<file path="config.mk">
export PLATFORM = sky130hd
export DESIGN_NAME = register_bank_flat
export DESIGN_NICKNAME = d
export VERILOG_FILES = /design/src/rtl/register_bank_if.sv /design/src/rtl/register_bank.sv /design/src/flat_wrapper.sv
export SDC_FILE = /design/constraint.sdc
export NUM_CORES = 1
export LEC_CHECK = 0
export ABC_AREA = 1
export CAP_MARGIN = 5
export CORE_UTILIZATION = 61
export CTS_CLUSTER_DIAMETER = 200
export CTS_CLUSTER_SIZE = 28
export DETAILED_ROUTE_END_ITERATION = 10
export MAX_ROUTING_LAYER = met4
export PLACE_DENSITY = 0.8
export SYNTH_ARGS = -nofsm -noshare
export SYNTH_HDL_FRONTEND = slang
export SYNTH_SLANG_ARGS = --single-unit
</file>
<file path="constraint.sdc">
create_clock -name clock -period 6.12 [get_ports clock]
set_clock_uncertainty 0.15 [all_clocks]
set_input_delay 0.918 -clock clock [delete_from_list [all_inputs] [get_ports clock]]
set_output_delay 0.918 -clock clock [all_outputs]
set_load 0.05 [all_outputs]
</file>
<file path="src/rtl/register_bank_if.sv">
// Bus bundle for register_bank: two read ports, one write port, reservation
// port and the pending-count readout.
interface register_bank_if #(
  parameter int unsigned DATA_W = 16,
  parameter int unsigned ADDR_W = 4
);
  logic [ADDR_W-1:0] rs_addr;
  logic [ADDR_W-1:0] rt_addr;
  logic              rd_en;
  logic [DATA_W-1:0] rs;
  logic [DATA_W-1:0] rt;
  logic              rs_pending;
  logic              rt_pending;
  logic [ADDR_W-1:0] write_addr;
  logic [DATA_W-1:0] write_data;
  logic              reg_write;
  logic              rsv_en;
  logic [ADDR_W-1:0] rsv_addr;
  logic [ADDR_W:0]   pending_count;

  modport master (
    output rs_addr, rt_addr, rd_en, write_addr, write_data, reg_write,
           rsv_en, rsv_addr,
    input  rs, rt, rs_pending, rt_pending, pending_count
  );

  modport slave (
    input  rs_addr, rt_addr, rd_en, write_addr, write_data, reg_write,
           rsv_en, rsv_addr,
    output rs, rt, rs_pending, rt_pending, pending_count
  );
endinterface

</file>
<file path="src/rtl/register_bank.sv">
// Two-read/one-write register file with write-through bypass and a per-register
// pending (scoreboard) bit plus a registered population count of pending bits.
module register_bank #(
  parameter int unsigned DATA_W   = 16,
  parameter int unsigned ADDR_W   = 4,
  parameter int unsigned ZERO_REG = 1
) (
  input logic             clock,
  input logic             reset,
  register_bank_if.slave  bus
);
  localparam int unsigned DEPTH = 1 << ADDR_W;
  localparam int unsigned CNT_W = ADDR_W + 1;
  localparam bit          ZR    = (ZERO_REG != 0);

  logic [DATA_W-1:0] regs_q [DEPTH];
  logic [DEPTH-1:0]  pending_q, pending_d;
  logic [DATA_W-1:0] rs_q, rs_d, rt_q, rt_d;
  logic              rs_pend_q, rs_pend_d, rt_pend_q, rt_pend_d;
  logic [CNT_W-1:0]  count_q, count_d;
  logic              wr_ok;

  // Next-state pending vector: clear on write, then set on reserve so set wins.
  always_comb begin
    wr_ok     = bus.reg_write && !(ZR && (bus.write_addr == '0));
    pending_d = pending_q;
    if (bus.reg_write) pending_d[bus.write_addr] = 1'b0;
    if (bus.rsv_en)    pending_d[bus.rsv_addr]   = 1'b1;
    if (ZR)            pending_d[0]              = 1'b0;
    count_d = '0;
    for (int unsigned i = 0; i < DEPTH; i++) begin
      count_d = count_d + CNT_W'(pending_d[i]);
    end
  end

  // Read data with same-cycle write bypass; register 0 reads as zero when hardwired.
  always_comb begin
    rs_d = regs_q[bus.rs_addr];
    rt_d = regs_q[bus.rt_addr];
    if (wr_ok && (bus.write_addr == bus.rs_addr)) rs_d = bus.write_data;
    if (wr_ok && (bus.write_addr == bus.rt_addr)) rt_d = bus.write_data;
    if (ZR && (bus.rs_addr == '0)) rs_d = '0;
    if (ZR && (bus.rt_addr == '0)) rt_d = '0;
    rs_pend_d = pending_d[bus.rs_addr];
    rt_pend_d = pending_d[bus.rt_addr];
  end

  always_ff @(posedge clock) begin
    if (reset) begin
      for (int unsigned i = 0; i < DEPTH; i++) regs_q[i] <= '0;
      pending_q <= '0;
      count_q   <= '0;
      rs_q      <= '0;
      rt_q      <= '0;
      rs_pend_q <= 1'b0;
      rt_pend_q <= 1'b0;
    end else begin
      if (wr_ok) regs_q[bus.write_addr] <= bus.write_data;
      pending_q <= pending_d;
      count_q   <= count_d;
      if (bus.rd_en) begin
        rs_q      <= rs_d;
        rt_q      <= rt_d;
        rs_pend_q <= rs_pend_d;
        rt_pend_q <= rt_pend_d;
      end
    end
  end

  assign bus.rs            = rs_q;
  assign bus.rt            = rt_q;
  assign bus.rs_pending    = rs_pend_q;
  assign bus.rt_pending    = rt_pend_q;
  assign bus.pending_count = count_q;
endmodule

</file>
<file path="src/flat_wrapper.sv">
// flat-port wrapper written by rule: the top's interface ports become plain ports
module register_bank_flat 
#(
  parameter int unsigned DATA_W   = 16,
  parameter int unsigned ADDR_W   = 4,
  parameter int unsigned ZERO_REG = 1
)
  (clock, reset, bus_rs_addr, bus_rt_addr, bus_rd_en, bus_write_addr, bus_write_data, bus_reg_write, bus_rsv_en, bus_rsv_addr, bus_rs, bus_rt, bus_rs_pending, bus_rt_pending, bus_pending_count);
  register_bank_if #(.DATA_W(DATA_W), .ADDR_W(ADDR_W)) bus_i ();
  input logic clock;
  input logic reset;
  input wire logic [$bits(bus_i.rs_addr)-1:0] bus_rs_addr;
  input wire logic [$bits(bus_i.rt_addr)-1:0] bus_rt_addr;
  input wire logic [$bits(bus_i.rd_en)-1:0] bus_rd_en;
  input wire logic [$bits(bus_i.write_addr)-1:0] bus_write_addr;
  input wire logic [$bits(bus_i.write_data)-1:0] bus_write_data;
  input wire logic [$bits(bus_i.reg_write)-1:0] bus_reg_write;
  input wire logic [$bits(bus_i.rsv_en)-1:0] bus_rsv_en;
  input wire logic [$bits(bus_i.rsv_addr)-1:0] bus_rsv_addr;
  output wire logic [$bits(bus_i.rs)-1:0] bus_rs;
  output wire logic [$bits(bus_i.rt)-1:0] bus_rt;
  output wire logic [$bits(bus_i.rs_pending)-1:0] bus_rs_pending;
  output wire logic [$bits(bus_i.rt_pending)-1:0] bus_rt_pending;
  output wire logic [$bits(bus_i.pending_count)-1:0] bus_pending_count;
  assign bus_i.rs_addr = bus_rs_addr;
  assign bus_i.rt_addr = bus_rt_addr;
  assign bus_i.rd_en = bus_rd_en;
  assign bus_i.write_addr = bus_write_addr;
  assign bus_i.write_data = bus_write_data;
  assign bus_i.reg_write = bus_reg_write;
  assign bus_i.rsv_en = bus_rsv_en;
  assign bus_i.rsv_addr = bus_rsv_addr;
  assign bus_rs = bus_i.rs;
  assign bus_rt = bus_i.rt;
  assign bus_rs_pending = bus_i.rs_pending;
  assign bus_rt_pending = bus_i.rt_pending;
  assign bus_pending_count = bus_i.pending_count;
  register_bank #(.DATA_W(DATA_W), .ADDR_W(ADDR_W), .ZERO_REG(ZERO_REG)) u_core (.clock(clock), .reset(reset), .bus(bus_i));
endmodule
</file>
==> results.cfg, run 1 <==
[logic_synthesis]
synth_edf_count = 256
synth_cells = 1915
synthMuxAreaShare = 0
syn_area_um2 = 16580
synth_area_per_cell_um2 = 8.656
synth-simple-area-share = 0.2240
synth_top_family_by_area = simple AND/OR/NAND/NOR gates
ys_warn_count = 0
yosys-top-cells-area = edfxtp_1, nand2_1, nor2_1, dfxtp_1, a21oi_1
synthTopCellsByCount = nand2_1, nor2_1, edfxtp_1, a21oi_1, inv_1
ys.flop_type = edfxtp_1
synth_async_sr_flop_share = 0
ys_ff_latch = 310
yosysMostFrequentCell = nand2_1
yosysSeqAreaShare = 0.5289
synthDistinctLibCells = 37
synthAdderAreaFrac = 0.01540
synth_top_area_frac = 0.4637
synth_xor_area_frac = 0.003170
synth_compound_area_frac = 0.1541
yosysTopAreaCell = edfxtp_1

[clocking]
cts_resized = 0
cts_max_level = 1
path_clk_slew_ns = 0.12
cts.sinks = 310
cts_tree = yes
clock_latency_ns = 0.54
numCtsBuffers = 15
post_cts_buffers = 0
clockBufferDepth = 3
root_buffer = clkbuf_16
postCtsHoldBufs = 0

[setup_path]
path_cells = clkdlybuf4s50_1 -> inv_2 -> nor2_8 -> nand3_1 -> nand2_1 -> nand2_1 -> fa_1 -> fa_1 -> fa_1 -> inv_1 -> fa_1 -> inv_1 -> ha_1 -> fa_1 -> a21oi_1 -> nor3_1
slowest_delay_ns = 0.85
path_class = input pin to register
cp-start-kind = input pin
cp_max_fo = 8
critPathSlowestCell = clkdlybuf4s50_1
path_common_cell = fa_1
required_ns = 6.37
critPathCaptureType = register
arrival_ns = 5.48

[power_and_ir_drop]
p_leak_uw = 0.006901
powerDensity_nw_per_um2 = 248.5
ir_drop_v = 0.0002168
power_uw = 4425

[drt]
dr.pass1.iters = 9
drtIter0Drc = 2958
wl_per_cell_um = 24.40
via_count = 14954
routed_wl_mm = 55.02
drc = 0
ant_nets = 0
via_per_inst = 6.631

[timing]
setup_violations = 0
hold_violations = 0
fin_setup_tns_ns = 0
rsz0062_at_grt = no
finalCritPeriodShare = 0.8538
worstMarginPinSlew_ns = 1.295
fin_crit_ns = 5.225
fmax_mhz = 191.4
slew_viol_final = 0
slew_headroom = 0.1337

[floorplanning]
die_w_um = 166.9
die_y_um = 166.9
initial_utilization = 0.6290
io_pins = 76
core-area_um2 = 26350
dieArea_um2 = 27840
rows = 59

[placement]
port_buffers = 75
routabilityCongestion = 0.9626
dp_hpwl_mm = 34.05

[grt]
grt_pass1_wl_mm = 81.86
track_usage = 0.4024
grt_pass1_vias = 13974
grt_overflow = 0
grt_max_degree = 86
antenna_found_initial = 1

[hold_path]
hold_class = register to register

[run_status]
status = finished, final reports clean

[finish]
final_nets = 1962
final_layout_size_suffix_gt1_frac = 0.04794
area_growth_pct = 7.397
fill_cells = 2087

[job]
max_cap_violations = 0
## power by group
group / internal (µW) / total (µW) / switching (µW)
Clock: 482 / 1190 / 710
Combinational: 210 / 768 / 558
Sequential: 2410 / 2460 / 59.1
Total: 3100 / 4420 / 1330
## layout by cell type, fill, tap and decap left out, drive strengths merged, types with 2 or more instances in the layout
cell and count:
a21oi 202, a22oi 58, buf 35, clkbuf 24, clkdlybuf4s50 71, clkinv 2
conb 16, dfxtp 54, edfxtp 256, fa 9, ha 6, inv 140
nand2 363, nand3 139, nand4 24, nor2 329, o211ai 64, o21ai 112
o221ai 6, xnor2 2, xor2 4
## cell type report
type,count,area [µm²],share of cell area
Timing Repair Buffer,106,980.9,0.05510
Multi-Input combinational cell,1337,6659,0.3740
Sequential cell,310,8768,0.4925
Inverter,140,525.5,0.02952
Tap cell,335,419.2,0.02354
Clock buffer,24,409.1,0.02298
Clock inverter,2,38.79,0.002179
Antenna cell,1,2.502,0.0001406
## worst paths after layout
| path | start | endpoint | slack (ns) | cells past startpoint |
|---|---|---|---|---|
| worst max register to register | u_core.pending_q[1] | u_core.bus.pending_count[4] | 2.13 | 13 |
| worst min register to register | u_core.bus.rs[2] | u_core.bus.rs[2] | 0.32 | 2 |
| worst max-delay path | bus_write_addr[2] | u_core.bus.pending_count[4] | 0.89 | 16 |
| worst min-delay path | u_core.bus.rs[2] | u_core.bus.rs[2] | 0.32 | 2 |
## sequential cells by signal, indices dropped and copies added, names as in the netlist
register	flops
u_core.regs_q	256
u_core.bus.rs	16
u_core.bus.rt	16
u_core.pending_q	15
u_core.bus.pending_count	5
u_core.bus.rs_pending	1
u_core.bus.rt_pending	1
## per-stage QoR
stage | util | cell area, µm² | hold WS, ns | setup slack, ns | cells
detailed placement | 0.6585 | 17350 | 0.3041 | 0.3455 | 2228
global placement | 0.6585 | 17350 | 0.3030 | 0.4422 | 2228
finish | 0.6755 | 17800 | 0.3238 | 0.8947 | 2255
floorplan | - | 16630 | 0.2962 | 1.172 | 1930
CTS | 0.6755 | 17800 | 0.3206 | 0.8863 | 2254
global route | 0.6755 | 17800 | 0.3353 | 0.7254 | 2255
## per-layer routing
| layer | global-route usage | up-vias | wire (µm) |
|---|---|---|---|
| met5 | - | - | 0 |
| met4 | 0.2206 | 0 | 3507 |
| met3 | 0.08199 | 249 | 8258 |
| met2 | 0.5943 | 1323 | 24040 |
| met1 | 0.5213 | 6878 | 19220 |
| li1 | - | 6504 | - |
## kinds of logic after synthesis
logic type / count (synthesis)
xor gates and xnor gates: 6
DFF: 310
adders and majority gates: 15
buffers and inverters: 283
and+or+nand+nor: 857
other: 1
AOI/OAI and AO/OA: 443
## worst max-delay path: cells and delay by family
| family | cells | cell delay [ns] |
|---|---|---|
| fa+ha+maj | 6 | 2.66 |
| compound gates | 1 | 0.17 |
| buf+inv | 4 | 1.09 |
| simple gates | 5 | 0.63 |
(Power assumes the default switching activity.)
==> run 2, diff against run 1 <==
CORE_ASPECT_RATIO = 1.75   (was not set)
GPL_TIMING_DRIVEN = 0   (was not set)
==> run 2 against run 1 <==
Combinational power grew 12%. Critical path depth unchanged. Global-route usage up 12 points. Core utilization up 0.38 points. Power increased by 2.3%. Worst setup slack gained 0.16 ns. Non-clock buffer count grew 102. Sequential power is essentially flat. Count of clock-buffer cells in the layout stayed put. First-iteration DRC count decreased by 9.7%. Cell count increased by 4.0%. Largest cell class unchanged. Via count up 7.8%.
==> results.cfg, run 2 (synthesized netlist as in run 1, its figures left out) <==
[run_status]
status = finished, final reports clean

[timing]
slew_headroom = 0.2038
finalCritPeriodShare = 0.8270
rsz0062_at_grt = no
worstMarginPinSlew_ns = 1.194
fin_setup_tns_ns = 0
setup_ws_ns = 1.059
hold_violations = 0
fmax_mhz = 197.6
setup_violations = 0
whs_ns = 0.3243
fin_crit_ns = 5.061
slew_viol_final = 0

[drt]
dr.pass1.iters = 9
drc = 0
routed_wl_mm = 69.67
ant_nets = 0
via_per_inst = 6.876
drtIter0Drc = 2671
wl_per_cell_um = 29.71
via_count = 16125

[clocking]
cts.sinks = 310
postCtsHoldBufs = 0
clockBufferDepth = 3
clock_latency_ns = 0.54
cts_tree = yes
numCtsBuffers = 15
path_clk_slew_ns = 0.11
cts_resized = 0
cts_max_level = 1
root_buffer = clkbuf_16
post_cts_buffers = 0

[hold_path]
hold_class = register to register
hp-start = u_core.pending_q[12]
holdPathStages = 2

[finish]
regArea_um2 = 8768
final_nets = 2064
most-common-layout-cells = nand2_1, nor2_1, edfxtp_1, a21oi_1, inv_1
fill_cells = 2144
top_register = u_core.regs_q
final_layout_size_suffix_gt1_frac = 0.06535
largest_reg_flops = 256
multiInputGateArea_um2 = 6636
area_growth_pct = 9.374
fin_util = 0.6794
layout_commonest_cell = nand2_1

[power_and_ir_drop]
p_leak_uw = 0.007095
ir_drop_v = 0.0003070
powerDensity_nw_per_um2 = 249.6
power_uw = 4526

[setup_path]
cp-start-kind = input pin
arrival_ns = 5.27
cp_top_family = adder cells
critPathLaunch = bus_rsv_addr[1]
critPathSlowestCell = clkdlybuf4s50_1
cp_max_fo = 4
worstReg2RegStart = u_core.pending_q[1]
path_common_cell = fa_1
path_depth = 16
required_ns = 6.33
crit_path_end = u_core.bus.pending_count[4]
rrSetupSlack_ns = 1.96
r2r-end = u_core.bus.pending_count[4]
crit_buf_inv = 4
path_cells = clkdlybuf4s50_1 -> inv_1 -> nor2_1 -> nand3_1 -> nand2_1 -> ha_1 -> fa_1 -> fa_1 -> fa_1 -> inv_1 -> fa_1 -> inv_1 -> ha_1 -> fa_1 -> a21oi_1 -> nor3_1
r2r_cells = 13
slowest_delay_ns = 0.52
path_class = input pin to register
critPathCaptureType = register

[floorplanning]
rows = 79
initial_utilization = 0.6211
die_w_um = 126.6
core-area_um2 = 26690
io_pins = 76
dieArea_um2 = 27860
die_y_um = 220.1

[grt]
track_usage = 0.5245
antenna_found_initial = 1
grt_overflow = 0
grt_pass1_vias = 15660
grt_pass1_wl_mm = 99.44
grt_max_degree = 30

[placement]
port_buffers = 65
dp_hpwl_mm = 50.93
place_worst_setup_slack_ns = 0.6124
routabilityCongestion = 1.051

[job]
max_cap_violations = 0
## run 2: power breakdown
| group | internal [µW] | switching [µW] | leakage (µW) |
|---|---|---|---|
| logic | 221 | 636 | 0.00400 |
| clock network | 479 | 720 | 0.000207 |
| registers | 2410 | 63.7 | 0.00289 |
## run 2: final cells by class
cell class,instances,share of cell area
Tap cell,324,0.02236
Clock inverter,1,0.001656
Buffer,143,0.03878
Clock buffer,24,0.02257
Antenna cell,1,0.0001380
Inverter,140,0.02898
Timing Repair Buffer,65,0.03588
Sequential cell,310,0.4836
Multi-Input combinational cell,1337,0.3660
## run 2: metal layers
| layer | up-vias | global-route usage | part of all wire |
|---|---|---|---|
| li1 | 6716 | - | - |
| met1 | 7375 | 0.5263 | 0.30 |
| met2 | 1505 | 0.8127 | 0.45 |
| met3 | 529 | 0.1381 | 0.13 |
| met4 | 0 | 0.5309 | 0.12 |
| met5 | - | - | 0 |
## run 2: metrics by stage
step | cell area [µm²] | instances
after floorplan | 16630 | 1930
after global placement | 17690 | 2319
after detailed placement | 17690 | 2319
after CTS | 18130 | 2344
after global routing | 18130 | 2345
final | 18130 | 2345
## run 2: worst min-delay path, delay by kind of cell (launching register included)
family	cells	cell delay, ns
flip-flops	1	0.31
AND/OR/NAND/NOR	1	0.07
AO/OA/AOI/OAI	1	0.06
## run 2: how the worst min path moves through the flow
stage / end
final: u_core.pending_q[12]
after global routing: u_core.bus.rt[6]
after CTS: u_core.bus.rs[11]
after detailed placement: u_core.bus.rs[0]
after global placement: u_core.bus.rs[4]
after floorplan: u_core.pending_q[11]
